### config.mk
export PLATFORM = sky130hd
export DESIGN_NAME = half_period_meter
export DESIGN_NICKNAME = d
export VERILOG_FILES = /design/src/rtl/half_period_meter.sv
export SDC_FILE = /design/constraint.sdc
export NUM_CORES = 1
export LEC_CHECK = 0
export ABC_AREA = 0
export BUFFER_PORTS_ARGS = -buffer_cell sky130_fd_sc_hd__buf_4
export CORE_UTILIZATION = 45
export CTS_CLUSTER_DIAMETER = 100
export DETAILED_ROUTE_END_ITERATION = 10
export GPL_TIMING_DRIVEN = 1
export PLACE_DENSITY = 0.69
export SYNTH_ARGS = -nofsm -noshare
export SYNTH_HDL_FRONTEND = slang
export SYNTH_SLANG_ARGS = --single-unit
### constraint.sdc
create_clock -name clk -period 2.55 [get_ports clk]
set_input_delay 0.1275 -clock clk [delete_from_list [all_inputs] [get_ports clk]]
set_output_delay 0.1275 -clock clk [all_outputs]
set_load 0.01 [all_outputs]
### src/rtl/half_period_meter.sv
`default_nettype none
// ============================================================================
//  Module   : half_period_meter
//  Purpose  : Measures the clk-cycle interval between edges of an external
//             square wave and reports it as the equivalent divider max_count.
//  Revision : 1.0
// ============================================================================
module half_period_meter #(
   parameter int N           = 32,
   parameter int SYNC_STAGES = 2
) (
   input  logic         clk,
   input  logic         reset,
   input  logic         enable,
   input  logic         sig_in,
   input  logic [N-1:0] timeout,
   output logic [N-1:0] meas_count,
   output logic         meas_valid,
   output logic         meas_timeout,
   output logic         saturated,
   output logic         level
);

   localparam logic [N-1:0] C_CNT_MAX = '1;
   localparam logic [N-1:0] C_ONE     = {{(N-1){1'b0}}, 1'b1};

   typedef enum logic [1:0] {
      S_IDLE    = 2'd0,
      S_ARM     = 2'd1,
      S_MEASURE = 2'd2
   } state_t;

   state_t                 r_state;
   logic [SYNC_STAGES-1:0] r_sync;
   logic                   r_prev;
   logic                   r_enable_d;
   logic [N-1:0]           r_cnt;

   logic                   w_sync;
   logic                   w_edge;
   logic                   w_enable_rise;
   logic                   w_timeout_hit;
   logic [N-1:0]           w_cnt_inc;

   assign w_sync        = r_sync[SYNC_STAGES-1];
   assign w_edge        = w_sync ^ r_prev;
   assign w_enable_rise = enable & ~r_enable_d;
   assign w_timeout_hit = (timeout != '0) && (r_cnt == timeout);
   assign w_cnt_inc     = (r_cnt == C_CNT_MAX) ? r_cnt : r_cnt + C_ONE;
   assign level         = w_sync;

   always_ff @(posedge clk or negedge reset) begin
      if (!reset) begin
         r_sync       <= '0;
         r_prev       <= 1'b0;
         r_enable_d   <= 1'b0;
         r_state      <= S_IDLE;
         r_cnt        <= '0;
         meas_count   <= '0;
         meas_valid   <= 1'b0;
         meas_timeout <= 1'b0;
         saturated    <= 1'b0;
      end else begin
         r_sync       <= {r_sync[SYNC_STAGES-2:0], sig_in};
         r_prev       <= w_sync;
         r_enable_d   <= enable;
         meas_valid   <= 1'b0;
         meas_timeout <= 1'b0;

         // A rising enable can only happen from IDLE, so it never races a saturation set
         if (w_enable_rise)
            saturated <= 1'b0;

         if (!enable) begin
            r_state <= S_IDLE;
            r_cnt   <= '0;
         end else begin
            case (r_state)
               S_IDLE: begin
                  r_cnt   <= '0;
                  r_state <= S_ARM;
               end
               S_ARM: begin
                  if (w_edge) begin
                     r_cnt   <= C_ONE;
                     r_state <= S_MEASURE;
                  end
               end
               S_MEASURE: begin
                  // An edge takes priority over a coincident timeout
                  if (w_edge) begin
                     meas_count <= r_cnt;
                     meas_valid <= 1'b1;
                     r_cnt      <= C_ONE;
                  end else if (w_timeout_hit) begin
                     meas_timeout <= 1'b1;
                     meas_count   <= '0;
                     r_cnt        <= '0;
                     r_state      <= S_ARM;
                  end else begin
                     r_cnt <= w_cnt_inc;
                     if (w_cnt_inc == C_CNT_MAX)
                        saturated <= 1'b1;
                  end
               end
               default: begin
                  r_state <= S_IDLE;
                  r_cnt   <= '0;
               end
            endcase
         end
      end
   end

endmodule
`default_nettype wire

==> metrics.txt, run 1 <==
run status complete, no violations; worst hold start r_sync[0]$_DFF_PN0_; 1st-iter DRT viols 298; Hold Path Stages 0; Routed Wire Length 14830 um; Worst Path Class, Setup reg2reg; first-pass GRT wire length 22960 um; Seq pwr share 43.7%; Post-synth EDFFs 0; Psw 0.0007936 W; Layout Cells excl Fill 701; grt met1 use 44.41%; post-synth top area share 42.23%; Power Density 481.7 nW/um2; Die W 100.0 um; total number of vias 4265; logic depth of the worst register-to-register path 8; final setup fails 0; antenna violations before repair 0; Tcrit/Tclk final 96.35%; # IOs 72; H-tree depth 3; worst hold endpoint r_sync[1]$_DFF_PN0_; DIE AREA 10010 um2; DPL Wire Length 11050 um; slowest CP cell dfrtp_2; maximum clock frequency 407.0 MHz; fillcell total 815; remaining global-route overflow 0; synthesis-to-finish area growth 32.86%; CP top delay family simple AND/OR/NAND/NOR gates; reg-to-reg endpoint meas_count[28]$_DFFE_PN0P_; CTS buffer count 9; num rows 35; met2 Track Usage GR 48.38%; worst vdd ir 0.2585 mV; gpl congestion 0.9395; commonest non-fill, non-tap cells in the layout buf_4 (146), dfrtp_1 (61), xor2_1 (34), a22o_1 (32), nand2_1 (28); Primary FF master, synth dfrtp_1; number of buffers and inverters on the critical path 2; P_int 0.001975 W; Die Y 100.0 um; placed cells 680; Worst EP required 2790 ps; vias in the first global route 4185; Port Buffers 71; Area contributors post-synth dfrtp_1 (42%), xor2_1 (7.1%), a22o_1 (6.5%); CP arrival 2700 ps; met3 usage 3.900%; Longest Clk Path Bufs 2; number of detailed-route iterations in the first pass 5; top fanout value on the critical path 18; Initial Util 46.59%; hold crit path type reg2reg; Worst R2R Setup Slack 90 ps; fin nets 606; sequential area share after synthesis 42.23%; Sw Share 28.67%; Syn Area/Cell 9.633 um2; share of cells above drive strength 1 36.19%; insertion delay to the later sink of the worst-skew pair 360 ps; area leader, netlist dfrtp_1; CP cell instances xor2_2 > nor4_4 > buf_4 > nand4_1 > or3_4 > a21o_4 > buf_12 > a22o_1; Mapped Area 4325 um2; Critical Path Sink Type flop; Crit path largest cell delay 460 ps; Fin. Hold Viols 0; routed vias/inst 6.084; Pins Over Slew Limit 0; Multi-input gate area 2290 um2; Final Skew 13.97 ps; crit path time final 2457 ps; post-synthesis net count 488; Yosys reg bits 73; Worst-path clk slew 90 ps; area of all sequential standard cells 1842 um2; largest net degree at the start of global routing 74; TNS Setup 0 ps; Ys Warns 0; gr busiest metal met2; clock share of power 39.3%; slew margin rel. 37.29%; antenna viol nets, final 0; CTS Root Cell clkbuf_8; post-synthesis cell type count 60; asr flop ratio synth 100.0%; CTS sink cnt 73; Core ar. 9284 um2; Max-cap violations 0; combinational share of power 17.0%; wire per inst 21.16 um; most common cell after layout, fill and taps aside buf_4; cells after synthesis 449; Global Route Usage Sum 31.00%; Antenna diodes 0; CTS tree yes; Leak Pwr 2.700 nW; startpoint types flop; Hold WS 353.1 ps; Pwr Total 0.002768 W; DRC 0; Worst-Margin Slew 940.6 ps; R2R Path Start r_cnt[20]$_DFFE_PN0P_
==> registers in the layout, indices dropped and copies added, names as in the netlist <==
signal,count
meas_valid,1
meas_timeout,1
r_sync,2
meas_count,32
saturated,1
r_enable_d,1
r_prev,1
r_cnt,32
r_state,2
==> worst max-delay path by stage <==
stage                               start                          to  slack [ps]  cells past startpoint
floorplan            r_cnt[1]$_DFFE_PN0P_         saturated$_DFF_PN0_         130                     10
global placement     r_cnt[0]$_DFFE_PN0P_   meas_count[8]$_DFFE_PN0P_         -50                      8
detailed placement   r_cnt[0]$_DFFE_PN0P_      r_state[0]$_DFFE_PN0P_         -60                      8
CTS                  r_cnt[0]$_DFFE_PN0P_  meas_count[11]$_DFFE_PN0P_         0.7                      8
global route         r_cnt[6]$_DFFE_PN0P_         saturated$_DFF_PN0_         -20                      8
finish              r_cnt[20]$_DFFE_PN0P_  meas_count[28]$_DFFE_PN0P_          90                      8
==> worst register-to-register path, stage by stage (launching register included) <==
cell     delay [ps]
dfrtp_2         460
xor2_2          230
nor4_4          280
buf_4           160
nand4_1         160
or3_4           450
a21o_4          250
buf_12          150
a22o_1          190
==> final cells by class <==
cell class	count	area share [%]
tap	129	2.809
inverter	4	0.2613
clock buffer	12	2.700
sequential	73	32.05
timing repair buffer	154	21.03
multi-input combinational	325	39.84
clock inverter	4	1.306
==> power by group through the flow <==
| stage | logic (W) | clock network (W) | registers (W) |
|---|---|---|---|
| 6_report | 0.000471 | 0.00109 | 0.00121 |
| 5_1_grt | 0.000498 | 0.00114 | 0.00122 |
| 4_1_cts | 0.000448 | 0.00109 | 0.00121 |
| 3_5_place_dp | 0.000437 | 0 | 0.00123 |
| 3_3_place_gp | 0.000430 | 0 | 0.00123 |
| 2_1_floorplan | 0.000226 | 0 | 0.00122 |
==> stage by stage <==
| stage | cell area, um2 | setup WS, ps | util (%) |
|---|---|---|---|
| after CTS | 5660 | 0.6999 | 60.97 |
| after detailed placement | 5388 | -64.80 | 58.03 |
| final | 5747 | 93.11 | 61.90 |
| after global placement | 5388 | -53.76 | 58.03 |
| after floorplan | 4325 | 132.2 | - |
| after global routing | 5747 | -19.97 | 61.90 |
==> repair_timing <==
action	in CTS	in global routing
pin swaps	0	6
hold buffers	3	0
endpoints found under the hold margin	75	0
setup buffers	0	2
gates resized for setup	3	26
endpoints found under the setup margin	35	48
==> routing by layer <==
layer  share of wire, %  wire, um  vias up
met2                 45      6735      249
met4                3.2       476        0
li1                   -         -     1938
met5                  0         0        -
met1                 44      6461     2037
met3                7.8      1157       41
==> synth_stat cells (3+ instances only) <==
cell,n
dfrtp_1,73
xor2_1,35
a22o_1,32
nand2_1,29
o21ai_0,24
nor2_1,20
clkbuf_1,19
nand3_1,18
nor4_1,18
o31ai_1,18
nand4_1,17
a21oi_1,16
buf_4,13
buf_2,11
a31oi_1,10
and3_1,9
o21ai_1,8
or3_1,5
inv_1,4
nand2b_1,4
o311ai_0,4
a21o_1,3
and2_1,3
and4_1,3
ha_1,3
mux2i_1,3
nor3_1,3
o2111ai_1,3
xnor2_1,3
==> cell families (layout without fill, tap and decap cells) <==
logic type	after synthesis	after routing	synth area share (%)
buffers and inverters	51	174	6.479
xor gates and xnor gates	38	38	7.695
DFF	73	73	42.23
muxes	3	3	0.6943
AOI/OAI and AO/OA	136	136	22.79
adders and majority gates	3	3	0.8679
and+or+nand+nor	145	145	19.24
(Power assumes the default switching activity.)
==> inputs of run 2 (changes only) <==
--- a/config.mk
+++ b/config.mk
@@ -5,13 +5,13 @@
 export SDC_FILE = /design/constraint.sdc
 export NUM_CORES = 1
 export LEC_CHECK = 0
-export ABC_AREA = 0
+export ABC_AREA = 1
 export BUFFER_PORTS_ARGS = -buffer_cell sky130_fd_sc_hd__buf_4
 export CORE_UTILIZATION = 45
 export CTS_CLUSTER_DIAMETER = 100
 export DETAILED_ROUTE_END_ITERATION = 10
 export GPL_TIMING_DRIVEN = 1
-export PLACE_DENSITY = 0.69
+export PLACE_DENSITY = 0.68
 export SYNTH_ARGS = -nofsm -noshare
 export SYNTH_HDL_FRONTEND = slang
 export SYNTH_SLANG_ARGS = --single-unit
==> run 2 against run 1 <==
Net effect:
- clock-buffer cell count fell by 1
- global-route usage increased by 0.76 points
- synthesized area grew 6.9%
- worst setup slack improved by 100 ps
- sequential power up 31%
- fmax up 4.3%
- sequential cell count unchanged
- via count increased by 9.5%
- worst hold slack got worse by 150 ps
- clock skew shrank 1.5 ps
- cell area down 1.8%
- non-clock buffer count shrank 67
- critical path type unchanged
- critical endpoint is now saturated$_DFF_PN0_
==> metrics.txt, run 2 <==
CP arrival 2650 ps; mux share of post-synthesis cell area 0%; Power Density 683.8 nW/um2; logic depth of the worst register-to-register path 13; cells after synthesis 692; Pins Over Slew Limit 0; Worst-path clk slew 90 ps; Worst-Margin Slew 958.8 ps; Tcrit/Tclk final 92.40%; total number of vias 4669; maximum clock frequency 424.4 MHz; asr flop ratio synth 100.0%; Top Registers meas_count (32), r_cnt (32); Max-cap violations 0; 1st-iter DRT viols 256; Compound-Gate Fraction of Synth Area 9.738%; number of detailed-route iterations in the first pass 5; Die Y 103.4 um; Final Skew 12.45 ps; startpoint types flop; Syn Area/Cell 6.685 um2; Core ar. 9864 um2; Routed Wire Length 15770 um; # IOs 72; post-synthesis net count 731; most common cell in the netlist nand2_1; DIE AREA 10690 um2; routed vias/inst 5.103; Adder-Cell Fraction of Synth Area 0.8115%; CTS Root Cell clkbuf_8; Die W 103.4 um; hold crit path type in2reg; commonest non-fill, non-tap cells in the layout nand2_1 (238), nor2_1 (103), inv_1 (96), buf_4 (83), dfrtp_1 (71); Yosys reg bits 73; CTS tree yes; Worst EP required 2850 ps; largest net degree at the start of global routing 74; Antenna diodes 0; CTS buffer count 9; area of all sequential standard cells 1829 um2; Synth Area in XOR/XNOR 4.923%; slew margin rel. 36.08%; Mapped Area 4626 um2; num rows 36; antenna viol nets, final 0; crit path time final 2356 ps; post-synthesis simple-gate area fraction 35.08%; fillcell total 953; remaining global-route overflow 0; Multi-input gate area 2347 um2; Post-synth EDFFs 0; insertion delay to the later sink of the worst-skew pair 370 ps; synthesis-to-finish area growth 21.99%; CTS sink cnt 73; vias in the first global route 4458; Area contributors post-synth dfrtp_1 (39%), nand2_1 (19%), nor2_1 (8.4%); fin nets 816; antenna violations before repair 0; Leak Pwr 2.724 nW; Worst Path Class, Setup reg2reg; Global Route Usage Sum 31.75%; final setup fails 0; post-synth top area share 39.49%; worst vdd ir 0.4429 mV; sequential area share after synthesis 39.49%; Primary FF master, synth dfrtp_1; H-tree depth 3; Post-synth top cells nand2_1 (238), nor2_1 (103), inv_1 (96); DPL Wire Length 12570 um; Critical Path Sink Type flop; largest family of logic cells by synthesized area simple AND/OR/NAND/NOR gates; Port Buffers 71; TNS Setup 0 ps; gpl congestion 0.9601; Longest Clk Path Bufs 2; top fanout value on the critical path 26; most common cell after layout, fill and taps aside nand2_1; Initial Util 46.89%; area leader, netlist dfrtp_1; wire per inst 17.23 um; fin util 57.20%; DRC 0; Fin. Hold Viols 0; Ys Warns 0; run status complete, no violations; post-synthesis cell type count 32; Hold Path Stages 6; first-pass GRT wire length 24340 um; unrepaired setup endpoints after global routing false; share of cells above drive strength 1 15.09%; postcts setup bufs 0
## run 2: changes by cell type in the layout (fill, tap and decap cells not counted), moves of 10 or more
cell / delta
dfrtp_1: +10
dfrtp_2: -10
a21oi_1: -12
inv_1: +92
a22o_1: -32
o22ai_1: +36
nand2_1: +210
a31oi_1: -10
nor4_1: -10
buf_4: -63
nor2_1: +85
o31ai_1: -18
## run 2: cell families after synthesis
group           Yosys count
buf+inv                 115
simple gates            396
flops                    73
compound gates           79
xor+xnor                 26
fa+ha+maj                 3
## run 2: metrics by stage
step	total power (W)	instance area [um2]	instances	setup slack [ps]	hold slack, ps
3_3_place_gp	0.002708	5366	896	290.2	237.8
4_1_cts	0.003874	5640	915	170.9	195.1
6_report	0.003858	5643	915	193.8	206.9
3_5_place_dp	0.002724	5366	896	215.6	238.1
2_1_floorplan	0.002096	4626	692	662.7	-168.1
5_1_grt	0.004064	5643	915	16.08	217.4
## run 2: worst paths after layout
check / startpoint / to / slack (ps)
worst min-delay path: timeout[23] / meas_timeout$_DFF_PN0_ / 210
worst max-delay path: r_cnt[1]$_DFFE_PN0P_ / saturated$_DFF_PN0_ / 190
worst max register to register: r_cnt[1]$_DFFE_PN0P_ / saturated$_DFF_PN0_ / 190
worst min register to register: r_sync[0]$_DFF_PN0_ / r_sync[1]$_DFF_PN0_ / 360
min in group asynchronous: reset / meas_count[13]$_DFFE_PN0P_ / 460
max in group asynchronous: reset / r_cnt[1]$_DFFE_PN0P_ / 1420
## run 2: final cells by class
| cell class | count | share of cell area [%] |
|---|---|---|
| clock buffer | 11 | 2.506 |
| clock inverter | 5 | 1.818 |
| inverter | 102 | 6.785 |
| multi-input combinational | 504 | 41.60 |
| sequential | 73 | 32.42 |
| tap | 133 | 2.949 |
| timing repair buffer | 87 | 11.93 |
## run 2: metal layers
| layer | vias to the layer above | part of all wire, % | track usage [%] |
|---|---|---|---|
| met5 | - | 0 | 0 |
| met4 | 0 | 2.7 | 12.13 |
| met3 | 31 | 6.0 | 4.368 |
| met2 | 170 | 45 | 49.62 |
| met1 | 2136 | 47 | 44.61 |
| li1 | 2332 | - | - |
## run 2: critical path, stage by stage (launching register included)
cell and delay [ps]:
dfrtp_2 440, ha_1 210, inv_1 110, nor2_4 190, nand2_4 100, nor2_8 170, nand2_4 210, o21ai_1 200
nand2_1 90, nor2_1 200, nand2_1 90, nor2_1 120, nand3_1 90, nand2_1 60
## run 2: power breakdown
part | internal, W | total, W | leakage [nW] | switching (W)
registers | 0.00142 | 0.00158 | 0.959 | 0.000157
clock network | 0.000676 | 0.00115 | 0.120 | 0.000475
logic | 0.000544 | 0.00113 | 1.65 | 0.000587
## run 2: timing repair
item | in CTS | in global routing
hold buffers | 3 | 0
endpoints found under the setup margin | 0 | 1
resized for setup | 0 | 3
endpoints found under the hold margin | 75 | 0
